<file path="src/rtl/PARAMS_pkg.sv">
// Shared core parameters plus the types used by the fetch stage.
// The stage FSM, the queue entry layout and word alignment live here so decode can reuse them.
package PARAMS_pkg;

    localparam int INSTR_SIZE = 32;
    localparam logic [INSTR_SIZE-1:0] NOP_INSTR = 32'h0000_0013;

    typedef enum logic [1:0] {
        FETCH = 2'd0,
        WAIT  = 2'd1,
        DROP  = 2'd2
    } fetch_state_t;

    typedef struct packed {
        logic [INSTR_SIZE-1:0] pc;
        logic [INSTR_SIZE-1:0] instr;
    } fetch_entry_t;

    function automatic logic [INSTR_SIZE-1:0] align_word(input logic [INSTR_SIZE-1:0] addr);
        return {addr[INSTR_SIZE-1:2], 2'b00};
    endfunction

endpackage

</file>
<file path="src/rtl/fetch_queue.sv">
// Two-entry synchronous FIFO holding fetched {pc, instr} pairs.
// Flush wins over push and pop; the caller guarantees push never targets a full queue.
module fetch_queue #(
    parameter int WIDTH = 64
) (
    input  logic             clk,
    input  logic             reset_n,
    input  logic             push_i,
    input  logic             pop_i,
    input  logic             flush_i,
    input  logic [WIDTH-1:0] data_i,
    output logic [WIDTH-1:0] head_o,
    output logic [1:0]       count_o
);

    logic [WIDTH-1:0] mem_q [2];
    logic             rd_ptr_q;
    logic             rd_ptr_d;
    logic [1:0]       count_q;
    logic [1:0]       count_d;
    logic             wr_ptr;

    // Write slot is the one after the last valid entry; with two entries it is the head slot being popped.
    assign wr_ptr  = rd_ptr_q ^ count_q[0];
    assign head_o  = mem_q[rd_ptr_q];
    assign count_o = count_q;

    always_comb begin
        count_d  = count_q + {1'b0, push_i} - {1'b0, pop_i};
        rd_ptr_d = pop_i ? ~rd_ptr_q : rd_ptr_q;
        if (flush_i) begin
            count_d  = 2'd0;
            rd_ptr_d = 1'b0;
        end
    end

    always_ff @(posedge clk) begin
        if (!reset_n) begin
            count_q  <= 2'd0;
            rd_ptr_q <= 1'b0;
        end else begin
            count_q  <= count_d;
            rd_ptr_q <= rd_ptr_d;
        end
    end

    always_ff @(posedge clk) begin
        if (push_i && !flush_i) begin
            mem_q[wr_ptr] <= data_i;
        end
    end

endmodule

</file>
<file path="src/rtl/stage_fetch.sv">
// Instruction-fetch stage: owns the PC, keeps at most one imem request in flight,
// buffers responses in a 2-entry queue and presents the head to decode.
module stage_fetch
    import PARAMS_pkg::*;
#(
    parameter logic [INSTR_SIZE-1:0] RESET_PC = 32'h0000_0000
) (
    input  logic                  clk,
    input  logic                  reset_n,
    output logic                  imem_req_o,
    output logic [INSTR_SIZE-1:0] imem_addr_o,
    input  logic                  imem_rvalid_i,
    input  logic [INSTR_SIZE-1:0] imem_rdata_i,
    input  logic                  stall_i,
    input  logic                  redirect_i,
    input  logic [INSTR_SIZE-1:0] redirect_pc_i,
    output logic [INSTR_SIZE-1:0] instr_o,
    output logic [INSTR_SIZE-1:0] pc_o,
    output logic                  instr_valid_o
);

    fetch_state_t          fsm_q;
    fetch_state_t          fsm_d;
    logic [INSTR_SIZE-1:0] pc_q;
    logic [INSTR_SIZE-1:0] pc_d;
    logic [INSTR_SIZE-1:0] req_pc_q;
    logic [INSTR_SIZE-1:0] req_pc_d;

    logic                  pop;
    logic                  push;
    logic                  issue;
    logic [1:0]            count;
    logic [2:0]            count_next;
    fetch_entry_t          push_entry;
    fetch_entry_t          head_entry;

    assign push_entry = '{pc: req_pc_q, instr: imem_rdata_i};

    fetch_queue #(
        .WIDTH($bits(fetch_entry_t))
    ) u_queue (
        .clk     (clk),
        .reset_n (reset_n),
        .push_i  (push),
        .pop_i   (pop),
        .flush_i (redirect_i),
        .data_i  (push_entry),
        .head_o  (head_entry),
        .count_o (count)
    );

    assign instr_valid_o = (count != 2'd0);
    assign instr_o       = instr_valid_o ? head_entry.instr : NOP_INSTR;
    assign pc_o          = instr_valid_o ? head_entry.pc : '0;

    // A new request is only issued if the queue still has a free slot for its response.
    always_comb begin
        pop        = instr_valid_o && !stall_i && !redirect_i;
        push       = (fsm_q == WAIT) && imem_rvalid_i && !redirect_i;
        count_next = {1'b0, count} + {2'b00, push} - {2'b00, pop};
        issue      = reset_n && !redirect_i && (count_next <= 3'd1)
                     && ((fsm_q == FETCH) || ((fsm_q == WAIT) && imem_rvalid_i));
    end

    assign imem_req_o  = issue;
    assign imem_addr_o = pc_q;

    always_comb begin
        fsm_d    = fsm_q;
        pc_d     = pc_q;
        req_pc_d = req_pc_q;
        if (redirect_i) begin
            pc_d = align_word(redirect_pc_i);
            case (fsm_q)
                WAIT, DROP: fsm_d = imem_rvalid_i ? FETCH : DROP;
                default:    fsm_d = FETCH;
            endcase
        end else if (issue) begin
            fsm_d    = WAIT;
            req_pc_d = pc_q;
            pc_d     = pc_q + 32'd4;
        end else if ((fsm_q != FETCH) && imem_rvalid_i) begin
            fsm_d = FETCH;
        end
    end

    always_ff @(posedge clk) begin
        if (!reset_n) begin
            fsm_q    <= FETCH;
            pc_q     <= RESET_PC;
            req_pc_q <= RESET_PC;
        end else begin
            fsm_q    <= fsm_d;
            pc_q     <= pc_d;
            req_pc_q <= req_pc_d;
        end
    end

endmodule

</file>
<file path="config.mk">
export PLATFORM = sky130hd
export DESIGN_NAME = stage_fetch
export DESIGN_NICKNAME = d
export VERILOG_FILES = /design/src/rtl/PARAMS_pkg.sv /design/src/rtl/fetch_queue.sv /design/src/rtl/stage_fetch.sv
export SDC_FILE = /design/constraint.sdc
export NUM_CORES = 1
export LEC_CHECK = 0
export ABC_AREA = 1
export BUFFER_PORTS_ARGS = -buffer_cell sky130_fd_sc_hd__buf_2
export CAP_MARGIN = 25
export CORE_MARGIN = 1.5
export CORE_UTILIZATION = 35
export DETAILED_ROUTE_END_ITERATION = 16
export PLACE_DENSITY_LB_ADDON = 0.1
export SYNTH_ARGS = -nofsm -noshare
export SYNTH_HDL_FRONTEND = slang
export SYNTH_SLANG_ARGS = --single-unit
export TNS_END_PERCENT = 100
</file>
<file path="constraint.sdc">
create_clock -name clk -period 9.6 [get_ports clk]
set_input_delay 0.48 -clock clk [delete_from_list [all_inputs] [get_ports clk]]
set_output_delay 0.48 -clock clk [all_outputs]
set_load 0.01 [all_outputs]
</file>
==> flow_summary.yaml <==
status:
  outcome: "complete, no violations"
synth:
  yosys_warnings: 0
  synth_top_area_share: 0.460
  synthArstFlopShare: 0
  ys_types: 37
  yosysTopAreaCell: "edfxtp_1"
  synthFlopType: "edfxtp_1"
  netlist_area_mm2: 0.00809
  synth-seq-cells: 190
  ys_seq_area_frac: 0.624
  avgSynthCellArea_um2: 9.31
  yosys-top-cells-area: "edfxtp_1 46%, dfxtp_1 16%, nand2_1 14%"
  synth_edf_count: 124
  synth_cells: 869
clocking:
  cts_buffers: 17
  cts_tree: "done"
  ctsLongestPathBuffers: 2
  clk_latency_ns: 0.43
  ctsHoldBuffers: 0
  path_clk_slew_ns: 0.07
  clock_sinks: 190
  postCtsSetupBuffers: 0
  cts_root_buf: "clkbuf_16"
  cts_resized: 0
  htree_levels: 4
worst_setup_path:
  crit_type: "flip-flop to output pin"
  r2r_cells: 16
  worstPathMaxFanout: 59
  worstPathArrival_ns: 3.48
  timing.rr.start: "u_queue.count_o[1]"
  r2r-end: "imem_addr_o[15]"
  r2r_setup_slack_ns: 6.14
  endpoint_kind: "output pin"
  startpoint_type: "flip-flop"
  required_ns: 9.12
final_layout:
  final_cell_area_mm2: 0.00979
  layout_common_cells: "297 x nand2_1, 160 x buf_2, 124 x edfxtp_1, 98 x a21oi_1, 65 x dfxtp_1"
  diodes: 0
  nets: 1090
  fin_util: 0.433
  syn_to_final_growth_pct: 21.1
  mostFrequentLayoutCell: "nand2_1"
  n_fill_cell: 2274
  layout-drive-gt1-share: 0.207
global_routing:
  grt_max_degree: 64
  antenna_found_initial: 0
  grt_first_pass_wirelength_um: 31700
  grt.overflow.total: 0
  grt_use_total: 0.171
  grt_pass1_vias: 5847
power_and_ir_drop:
  p_clk_frac: 0.437
  total_power_mw: 1.79
  p_int_mw: 1.39
  pwr-share-comb: 0.055
  switching_share: 0.222
  leakage_nw: 3.97
  peakVddDrop_mv: 0.0974
  power.switching_mw: 0.396
  cellPowerDensity_mw_per_mm2: 183
  p_seq_frac: 0.508
placement:
  hpwl_um: 13000
  dp_worst_setup_slack_ns: 5.12
  portBuffers: 160
  placed_area_mm2: 0.00912
  gp_congestion: 0.826
timing:
  hold_violations: 0
  setup_ws_ns: 5.64
  fin_crit_ns: 3.96
  fin_crit_sh: 0.412
  final-setup-viol-count: 0
  rsz0062_at_grt: "no"
  slew_viol_final: 0
  finalSetupTns_ns: 0
  slew_headroom: 0.414
  max_clock_freq_mhz: 253
  finalClockSkew_ns: 0.0160
  tightest_slew_ns: 0.879
route:
  drcViolationCount: 0
  vias_per_cell: 4.72
  firstDrtPassIters: 4
  antenna_left: 0
  routedWlPerCell_um: 15.4
  wl_um: 20300
  vias: 6199
  dr.first_iter.drc_count: 349
worst_hold_path:
  hold_depth: 1
  hp-class: "input pin to flip-flop"
  worstHoldEndpoint: "u_queue.mem_q[0][1]"
  min_from: "imem_rdata_i[1]"
floorplanning:
  rows: 55
  initial_utilization: 0.357
  die_h_um: 155
  die_area_mm2: 0.0240
  core-area_mm2: 0.0226
  die_w_um: 155
  ios: 167
job:
  maxCapViolations: 0
-- layout make-up --
type | instances | area (um2) | share of cell area
flip-flops and latches | 190 | 5050 | 0.515
multi-input cells | 577 | 2630 | 0.269
repair buffers | 168 | 873 | 0.0892
clock buffers | 17 | 425 | 0.0434
well taps | 285 | 357 | 0.0364
clock inverters | 15 | 230 | 0.0235
inverters | 61 | 229 | 0.0234
-- critical path, stage by stage (launching register included) --
cell	delay, ns
dfxtp_1	0.44
nor2_4	0.05
nor3_1	0.26
ha_1	0.29
inv_1	0.05
ha_1	0.13
inv_1	0.05
fa_1	0.50
inv_1	0.07
nor2_4	0.12
nand3_4	0.35
inv_2	0.25
buf_12	0.28
buf_2	0.19
-- sequential cells by signal (all words and copies together), names as in the netlist, named ones only --
register and flops:
u_queue.mem_q 124, imem_addr_o 30, req_pc_q 30, fsm_q 2
u_queue.count_o 2, u_queue.rd_ptr_q 1
-- power groups by stage --
stage                     registers, mW  logic, mW  clock network [mW]
after floorplan                   0.924     0.0568                   0
after CTS                         0.909     0.0988               0.801
final                             0.909     0.0984               0.781
after detailed placement          0.927     0.0983                   0
after global routing              0.912      0.112               0.833
after global placement            0.927     0.0969                   0
-- routing by layer --
layer  track usage  share of wire  up-vias
met2         0.262           0.44      170
met5             0              0        -
met1         0.244           0.50     2839
met3        0.0351          0.049       12
li1              -              -     3178
met4        0.0504          0.010        0
-- cell usage after synthesis, drive strengths merged (2+ instances only) --
master / n
dfxtp: 66
edfxtp: 124
nor2: 64
inv: 61
nand3b: 5
xnor2: 3
o21a: 4
nand2: 299
buf: 17
xor2: 6
nor3: 5
nand3: 33
nor3b: 2
ha: 5
a21oi: 98
clkbuf: 27
a31oi: 8
o21ai: 26
o211ai: 5
nand4: 3
-- worst max-delay path by stage --
stage | start | end | slack, ns | cells past startpoint
floorplan | redirect_i | u_queue.mem_q[0][0] | 5.64 | 4
global placement | redirect_i | imem_req_o | 5.15 | 13
detailed placement | redirect_i | imem_req_o | 5.12 | 13
CTS | u_queue.count_o[1] | imem_req_o | 5.04 | 12
global route | u_queue.count_o[1] | imem_req_o | 5.27 | 13
finish | u_queue.count_o[1] | imem_req_o | 5.64 | 13
-- logic make-up after synthesis --
family / after synthesis / share of synthesized area
xor gates and xnor gates: 9 / 0.00975
adders and majority gates: 6 / 0.0102
and+or+nand+nor: 413 / 0.206
buffers and inverters: 105 / 0.0548
AOI/OAI and AO/OA: 145 / 0.0948
DFF: 190 / 0.624
other: 1 / 0.000464
-- through the flow --
step | cells | hold slack (ns)
finish | 1313 | 0.241
detailed placement | 1280 | 0.440
CTS | 1312 | 0.219
global route | 1313 | 0.218
floorplan | 872 | 0.420
global placement | 1280 | 0.432
No activity file was read; power rests on OpenSTA's default activity.
